--- src/rtl/const_defines.svh ---
// Global bus widths shared across the codebase.
`ifndef CONST_DEFINES_SVH
`define CONST_DEFINES_SVH

`define AHB_ADDR_WIDTH 32
`define AHB_DATA_WIDTH 32

`endif

--- src/rtl/ahb_pkg.sv ---
// Shared AHB definitions: bus widths, master FSM state encoding, load/store
// access-type (rwtyp) encodings and the helper that embeds the access type
// into the bus address.
`include "const_defines.svh"

package ahb_pkg;

  localparam int AHB_ADDR_WIDTH = `AHB_ADDR_WIDTH;
  localparam int AHB_DATA_WIDTH = `AHB_DATA_WIDTH;

  typedef enum logic [1:0] {
    ST_IDLE = 2'd0,
    ST_SEL  = 2'd1,
    ST_WAIT = 2'd2,
    ST_RESP = 2'd3
  } ahb_state_e;

  // rwtyp[2] = 1 selects zero-extension, rwtyp[1:0] selects the size
  localparam logic [2:0] RWTYP_BYTE   = 3'b000;
  localparam logic [2:0] RWTYP_HALF   = 3'b001;
  localparam logic [2:0] RWTYP_WORD   = 3'b010;
  localparam logic [2:0] RWTYP_BYTE_U = 3'b100;
  localparam logic [2:0] RWTYP_HALF_U = 3'b101;

  // The slave decodes the access type from address bits [29:27], so those
  // three bits of the core address are replaced by rwtyp.
  function automatic logic [AHB_ADDR_WIDTH-1:0] form_haddr(
    input logic [AHB_ADDR_WIDTH-1:0] addr,
    input logic [2:0]                rwtyp
  );
    return {addr[31:30], rwtyp, addr[26:0]};
  endfunction

endpackage

--- src/rtl/ahb_lsu_master.sv ---
// ahb_lsu_master: turns single core load/store requests into one AHB-style
// transfer at a time (IDLE -> SEL -> WAIT -> RESP) with a wait-state timeout.
//
// Ports
//   clk, rstn             clock, asynchronous active-low reset
//   req_valid/req_ready   request handshake (ready only in IDLE)
//   req_we, req_addr,
//   req_rwtyp, req_wdata  request payload (store/load, address, type, data)
//   rsp_valid             one-cycle response strobe per accepted request
//   rsp_rdata, rsp_err    load data (held between strobes) and timeout flag
//   haddr, hwrite, hwdata registered bus address/direction/write data
//   hsel                  one-cycle slave select pulse per transfer
//   hready                slave read-data valid (reads only)
//   hresp                 slave write acknowledge (writes only)
//   hrdata                slave read data
module ahb_lsu_master
  import ahb_pkg::*;
#(
  parameter int TIMEOUT = 15
) (
  input  logic                      clk,
  input  logic                      rstn,
  input  logic                      req_valid,
  output logic                      req_ready,
  input  logic                      req_we,
  input  logic [AHB_ADDR_WIDTH-1:0] req_addr,
  input  logic [2:0]                req_rwtyp,
  input  logic [AHB_DATA_WIDTH-1:0] req_wdata,
  output logic                      rsp_valid,
  output logic [AHB_DATA_WIDTH-1:0] rsp_rdata,
  output logic                      rsp_err,
  output logic [AHB_ADDR_WIDTH-1:0] haddr,
  output logic                      hwrite,
  output logic                      hsel,
  output logic [AHB_DATA_WIDTH-1:0] hwdata,
  input  logic                      hready,
  input  logic                      hresp,
  input  logic [AHB_DATA_WIDTH-1:0] hrdata
);

  // Wait counter is 4 bits wide; TIMEOUT values above 15 are truncated.
  localparam logic [3:0] TIMEOUT_CNT = TIMEOUT[3:0];

  ahb_state_e state, state_nxt;
  logic [3:0] wait_cnt;
  logic       accept;
  logic       done;
  logic       timeout;

  assign accept  = req_valid && req_ready;
  // The slave pulses hready during a write address phase and may raise hresp
  // during a read, so each direction listens only to its own completion.
  assign done    = hwrite ? hresp : hready;
  assign timeout = (wait_cnt == TIMEOUT_CNT);

  always_ff @(posedge clk or negedge rstn) begin
    if (!rstn) state <= ST_IDLE;
    else       state <= state_nxt;
  end

  always_comb begin
    state_nxt = state;
    req_ready = 1'b0;
    hsel      = 1'b0;
    rsp_valid = 1'b0;
    case (state)
      ST_IDLE: begin
        req_ready = 1'b1;
        if (req_valid) state_nxt = ST_SEL;
      end
      ST_SEL: begin
        hsel      = 1'b1;
        state_nxt = ST_WAIT;
      end
      ST_WAIT: begin
        if (done || timeout) state_nxt = ST_RESP;
      end
      ST_RESP: begin
        rsp_valid = 1'b1;
        state_nxt = ST_IDLE;
      end
      default: state_nxt = ST_IDLE;
    endcase
  end

  // Request capture: bus-side fields hold from SEL through the next accept
  always_ff @(posedge clk or negedge rstn) begin
    if (!rstn) begin
      haddr  <= '0;
      hwrite <= 1'b0;
      hwdata <= '0;
    end else if (accept) begin
      haddr  <= form_haddr(req_addr, req_rwtyp);
      hwrite <= req_we;
      hwdata <= req_wdata;
    end
  end

  // Wait counter: cleared while in SEL so it reads 0 in the first WAIT cycle
  always_ff @(posedge clk or negedge rstn) begin
    if (!rstn) begin
      wait_cnt <= '0;
    end else if (state == ST_SEL) begin
      wait_cnt <= '0;
    end else if (state == ST_WAIT) begin
      wait_cnt <= wait_cnt + 4'd1;
    end
  end

  // Response capture on the WAIT exit edge; completion wins over timeout
  always_ff @(posedge clk or negedge rstn) begin
    if (!rstn) begin
      rsp_rdata <= '0;
      rsp_err   <= 1'b0;
    end else if (state == ST_WAIT) begin
      if (done) begin
        rsp_err <= 1'b0;
        if (!hwrite) rsp_rdata <= hrdata;
      end else if (timeout) begin
        rsp_err   <= 1'b1;
        rsp_rdata <= '0;
      end
    end
  end

endmodule

--- config.mk ---
export PLATFORM = sky130hd
export DESIGN_NAME = ahb_lsu_master
export DESIGN_NICKNAME = d
export VERILOG_FILES = /design/src/rtl/ahb_pkg.sv /design/src/rtl/ahb_lsu_master.sv
export VERILOG_INCLUDE_DIRS = /design/src /design/src/rtl
export SDC_FILE = /design/constraint.sdc
export NUM_CORES = 1
export LEC_CHECK = 0
export CAP_MARGIN = 20
export CORE_ASPECT_RATIO = 1.4
export CORE_UTILIZATION = 37
export CTS_CLUSTER_SIZE = 20
export DETAILED_ROUTE_END_ITERATION = 7
export GPL_TIMING_DRIVEN = 0
export PLACE_DENSITY = 0.83
export SYNTH_ARGS = -nofsm -noshare
export SYNTH_HDL_FRONTEND = slang
export SYNTH_SLANG_ARGS = --single-unit
--- constraint.sdc ---
create_clock -name clk -period 2.63 [get_ports clk]
set_input_delay 0.526 -clock clk [delete_from_list [all_inputs] [get_ports clk]]
set_output_delay 0.526 -clock clk [all_outputs]
set_load 0.03 [all_outputs]
==> flow_metrics.py, run 1 <==
metrics = {
    "sta": {
        "fin_crit_sh": 0.881,
        "relSlewSlack": 0.554,
        "worst_slew_pin_slew_ns": 0.668,
        "finalSetupViolCount": 0,
        "hold_viol": 0,
        "layout_setup_ws_ns": 0.313,
        "max_freq_mhz": 432,
        "skew_ns": 0.00613,
        "timing.final.crit_period_ns": 2.32,
        "slew_violations": 0,
        "timing.setup.tns_ns": 0,
        "rsz0062_at_grt": "false",
    },
    "worst_setup_path": {
        "cp.arrival_ns": 1.79,
        "cpPeakStageDelay_ns": 0.70,
        "crit_family": "buffers and inverters",
        "timing.rr.end": "rsp_rdata[2]",
        "cp_max_fo": 5,
        "rrSetupSlack_ns": 0.71,
        "critPathLaunch": "state[1]",
        "start_kind": "register",
        "critical_path_class": "reg2out",
        "reg2reg_from": "state[0]",
        "worstPathRequired_ns": 2.10,
        "path_buf_inv": 2,
        "crit_slowest_cell": "clkdlybuf4s50_1",
        "cp-end-kind": "primary output",
        "crit_chain": "inv_1 -> ha_1 -> clkdlybuf4s50_1",
        "worstRegToRegCells": 6,
    },
    "global_routing": {
        "overflow": 0,
        "grt_pass1_wl_um": 15100,
        "grt_pass1_vias": 3001,
        "grt_start_max_net_pins": 59,
        "antenna_found_initial": 0,
        "grt.total_usage": 0.186,
    },
    "pwr": {
        "p_int_mw": 5.37,
        "comb_power_share": 0.534,
        "seqPwrFrac": 0.317,
        "leakagePower_nw": 2.80,
        "p_switching_mw": 3.50,
        "p_total_mw": 8.87,
        "p_clk_frac": 0.149,
        "ir_drop_v": 0.000646,
        "swShare": 0.395,
        "power.density_nw_per_um2": 1370,
    },
    "synthesis": {
        "synth-compound-area-share": 0.0879,
        "muxShareOfSynthArea": 0.196,
        "synth_top_family_by_area": "multiplexers",
        "synth_fa_ha_area_frac": 0.0159,
        "synthSimpleGateAreaFrac": 0.0117,
        "yosysWarnings": 0,
        "syn_nets": 358,
        "synth_cell_types": 22,
        "syn-instance-count": 248,
        "dominantRegCellSynth": "dfrtp_1",
        "syn_area_um2": 3950,
        "ys_ff_latch": 104,
        "async_flop_share": 1.00,
        "synth-edff-count": 0,
        "synthXorXnorAreaFrac": 0,
        "syn-mean-instance-area_um2": 15.9,
        "ys_seq_area_frac": 0.660,
    },
    "placement": {
        "io_buffers": 202,
        "dpl_worst_slack_ns": 0.477,
        "gp_congestion": 0.714,
        "dp_hpwl_um": 8070,
    },
    "cts": {
        "cts-resized-gates": 0,
        "worst_skew_pair.late_latency_ns": 0.34,
        "postCtsSetupBuffers": 0,
        "cts_root_buffer": "clkbuf_16",
        "clk_pin_slew_ns": 0.07,
        "cts_sinks": 104,
        "cts_max_level": 3,
        "cts_tree": "built",
        "hold_buffers": 0,
        "cts_made_buffers": 9,
        "cts_buffer_depth": 2,
    },
    "status": {
        "status": "completed",
    },
    "finish": {
        "nNetsFinal": 572,
        "antennaDiodeCount": 0,
        "area_growth_pct": 63.7,
        "drive_gt1_frac": 0.206,
    },
    "die": {
        "die_w_um": 89.3,
        "row_count": 44,
        "die_area_um2": 11100,
        "io_pins": 206,
        "core_um2": 10300,
        "die_h_um": 124,
        "start_util": 0.381,
    },
    "detailed_routing": {
        "antenna_left": 0,
        "drt-total-wl_um": 10300,
        "wl_per_cell_um": 17.1,
        "drc_errors": 0,
        "drtIter0Drc": 64,
        "vias": 2892,
        "drt_pass1_iterations": 4,
        "viasPerCell": 4.79,
    },
    "flow_run": {
        "cap_violations": 0,
    },
    "min_path": {
        "worstHoldPathType": "in2async",
    },
}
==> through the flow <==
step | hold WS [ns] | instances | instance area [um2] | util
finish | 0.189 | 604 | 6460 | 0.624
CTS | 0.199 | 604 | 6460 | 0.624
global placement | 0.473 | 588 | 6140 | 0.593
global route | 0.242 | 604 | 6460 | 0.624
detailed placement | 0.484 | 589 | 6160 | 0.596
floorplan | 0.230 | 248 | 3950 | -
==> placed cells by master, fill, tap and decap left out, types with 3 or more instances in the layout <==
cell / n
mux2_2: 67
inv_1: 7
dfrtp_1: 104
a22o_1: 32
ha_1: 5
buf_6: 3
buf_2: 9
clkdlybuf4s50_1: 201
clkbuf_16: 9
==> how the worst max path moves through the flow <==
| stage | end | slack, ns | depth (start not counted) |
|---|---|---|---|
| after detailed placement | rsp_rdata[2] | 0.48 | 4 |
| after CTS | hsel | 0.29 | 3 |
| after global routing | req_ready | 0.23 | 3 |
| final | hsel | 0.31 | 3 |
| after global placement | rsp_rdata[22] | -2.70 | 1 |
| after floorplan | haddr[0] | 0.89 | 6 |
==> synth_stat cells, types with 2 or more instances <==
cell type    n  area [um2]
dfrtp_1    104        2600
mux2_2      67         754
a22o_1      32         280
buf_2        9        45.0
inv_1        7        26.3
ha_1         5        62.6
buf_6        3        33.8
clkbuf_1     2        7.51
mux2i_1      2        20.0
nand3_1      2        10.0
nand3b_1     2        15.0
o22a_1       2        17.5
o22ai_1      2        12.5
==> layer usage <==
layer	track usage	up-vias	part of all wire	routed length [um]
met5	0	-	0	0
met4	0.0913	0	0.030	314
met3	0.0444	21	0.066	681
met2	0.344	109	0.56	5760
met1	0.194	1436	0.35	3570
li1	-	1326	-	-
==> power by group through the flow <==
stage                     combinational [mW]  sequential, mW  clock (mW)
after global routing                    5.00            2.91        1.41
after CTS                               4.79            2.82        1.36
after floorplan                         1.30            4.24           0
final                                   4.74            2.81        1.32
after detailed placement                4.77            2.85           0
after global placement                  4.66            2.79           0
==> area by class of cell <==
type,count,area [um2]
fill,803,3890
timing repair buffer,203,2050
buffer,14,86.3
sequential,104,2600
clock inverter,5,56.3
inverter,7,26.3
tap,138,173
multi-input combinational,123,1230
clock buffer,10,239
==> flip-flops by register name (all words and copies together), names as in the netlist <==
register   flops
haddr         32
hwrite         1
wait_cnt       4
hwdata        32
state          2
rsp_rdata     32
rsp_err        1
==> kinds of logic after synthesis <==
| family | count (synthesis) |
|---|---|
| AO/OA/AOI/OAI | 41 |
| adder cells (fa/ha/maj) | 5 |
| buffers and inverters | 21 |
| flip-flops | 104 |
| multiplexers | 69 |
| AND/OR/NAND/NOR | 8 |
Power figures use the tool's default switching activity.
==> inputs of run 2 (changes only) <==
Settings changed: CORE_ASPECT_RATIO 1.4 to 0.7, SETUP_SLACK_MARGIN from default to 0.15, SKIP_LAST_GASP from default to 1.
==> flow_metrics.py, run 2 (synthesis gave the netlist of run 1 again) <==
metrics = {
    "status": {
        "status": "finished with violations",
        "failed_checks": "DRC",
    },
    "cts": {
        "worst_skew_pair.late_latency_ns": 0.33,
        "cts_sinks": 104,
        "cts_max_level": 3,
        "cts_buffer_depth": 2,
        "cts_root_buffer": "clkbuf_16",
        "clk_pin_slew_ns": 0.07,
        "cts-resized-gates": 0,
        "cts_made_buffers": 9,
        "hold_buffers": 0,
        "postCtsSetupBuffers": 0,
        "cts_tree": "built",
    },
    "finish": {
        "antennaDiodeCount": 0,
        "final_cells": 599,
        "area_growth_pct": 63.7,
        "reg_top3": "haddr (32), hwdata (32), rsp_rdata (32)",
        "final_util": 0.624,
        "nNetsFinal": 572,
        "layout_commonest_cell": "clkdlybuf4s50_1",
        "final_cell_mix": "clkdlybuf4s50_1 (201), dfrtp_1 (104), mux2_2 (67)",
        "drive_gt1_frac": 0.203,
    },
    "die": {
        "die_h_um": 88.4,
        "start_util": 0.381,
        "row_count": 31,
        "die_w_um": 125,
        "die_area_um2": 11100,
        "io_pins": 206,
        "core_um2": 10400,
    },
    "worst_setup_path": {
        "crit_family": "buffers and inverters",
        "cp-end-kind": "primary output",
        "worstPathRequired_ns": 2.10,
        "cpPeakStageDelay_ns": 0.71,
        "start_kind": "register",
        "rrSetupSlack_ns": 0.69,
        "crit_slowest_cell": "clkdlybuf4s50_1",
        "critPathLaunch": "state[1]",
        "timing.rr.end": "rsp_rdata[24]",
        "cp_max_fo": 5,
        "critical_path_class": "reg2out",
        "worstRegToRegCells": 6,
        "cp.arrival_ns": 1.76,
        "path_buf_inv": 2,
        "reg2reg_from": "state[0]",
        "crit_chain": "inv_1 -> ha_1 -> clkdlybuf4s50_1",
    },
    "pwr": {
        "seqPwrFrac": 0.318,
        "swShare": 0.391,
        "leakagePower_nw": 2.79,
        "p_clk_frac": 0.150,
        "comb_power_share": 0.532,
        "p_switching_mw": 3.45,
        "p_int_mw": 5.38,
        "power.density_nw_per_um2": 1370,
        "ir_drop_v": 0.000769,
    },
    "flow_run": {
        "cap_violations": 0,
    },
    "placement": {
        "io_buffers": 202,
        "dpl_worst_slack_ns": 0.486,
        "dp_hpwl_um": 7200,
        "gp_congestion": 0.728,
        "placedCellCount": 583,
    },
    "sta": {
        "rsz0062_at_grt": "false",
        "relSlewSlack": 0.586,
        "timing.final.crit_period_ns": 2.29,
        "fin_crit_sh": 0.870,
        "slew_violations": 0,
        "worst_slew_pin_slew_ns": 0.620,
        "max_freq_mhz": 437,
        "skew_ns": 0.00712,
        "finalSetupViolCount": 0,
        "hold_viol": 0,
        "holdWs_ns": 0.176,
        "layout_setup_ws_ns": 0.342,
    },
    "detailed_routing": {
        "wl_per_cell_um": 15.8,
        "drtIter0Drc": 97,
        "drt_pass1_iterations": 8,
        "viasPerCell": 4.72,
        "drc_errors": 12,
        "vias": 2828,
        "antenna_left": 0,
        "drt-total-wl_um": 9450,
    },
    "global_routing": {
        "grt_pass1_vias": 2988,
        "grt_start_max_net_pins": 64,
        "grt_pass1_wl_um": 14900,
        "grt.total_usage": 0.172,
        "overflow": 0,
        "antenna_found_initial": 0,
    },
    "min_path": {
        "worstHoldPathType": "in2async",
    },
}
run 2: changes by cell type in the layout (fill, tap and decap cells not counted):
cell	delta
clkbuf_1	+2
clkinv_2	-2
clkinv_4	+1
clkinvlp_4	+1
inv_6	-1
run 2: power groups by stage:
stage	Sequential (mW)	Combinational [mW]	Clock, mW
finish	2.81	4.70	1.32
global route	2.91	4.95	1.43
CTS	2.81	4.75	1.37
detailed placement	2.83	4.73	0
global placement	2.78	4.64	0
floorplan	4.24	1.30	0
run 2: worst max-delay path by stage:
stage | endpoint | slack [ns] | depth (start not counted)
floorplan | haddr[0] | 0.89 | 6
global placement | haddr[8] | -2.76 | 1
detailed placement | haddr[18] | 0.49 | 5
CTS | hsel | 0.31 | 3
global route | hsel | 0.24 | 3
finish | hsel | 0.34 | 3
run 2: final cells by class:
cell class / instances / area [um2]
multi-input combinational: 123 / 1230
sequential: 104 / 2600
clock inverter: 4 / 53.8
inverter: 7 / 26.3
timing repair buffer: 203 / 2050
buffer: 14 / 86.3
fill: 773 / 3900
clock buffer: 12 / 246
tap: 132 / 165
run 2: metal layers:
| layer | part of all wire | vias to the layer above | wire (um) | GRT usage |
|---|---|---|---|---|
| li1 | - | 1327 | - | - |
| met1 | 0.43 | 1384 | 4070 | 0.217 |
| met2 | 0.49 | 111 | 4590 | 0.282 |
| met3 | 0.077 | 6 | 724 | 0.0641 |
| met4 | 0.0070 | 0 | 66 | 0.0499 |
| met5 | 0 | - | 0 | 0 |
run 2: stage by stage:
stage | setup TNS [ns] | cell area (um2) | power [mW]
2_1_floorplan | 0 | 3950 | 5.54
3_3_place_gp | -286.06 | 6130 | 7.43
3_5_place_dp | 0 | 6160 | 7.56
4_1_cts | 0 | 6460 | 8.93
5_1_grt | 0 | 6460 | 9.28
6_report | 0 | 6460 | 8.83
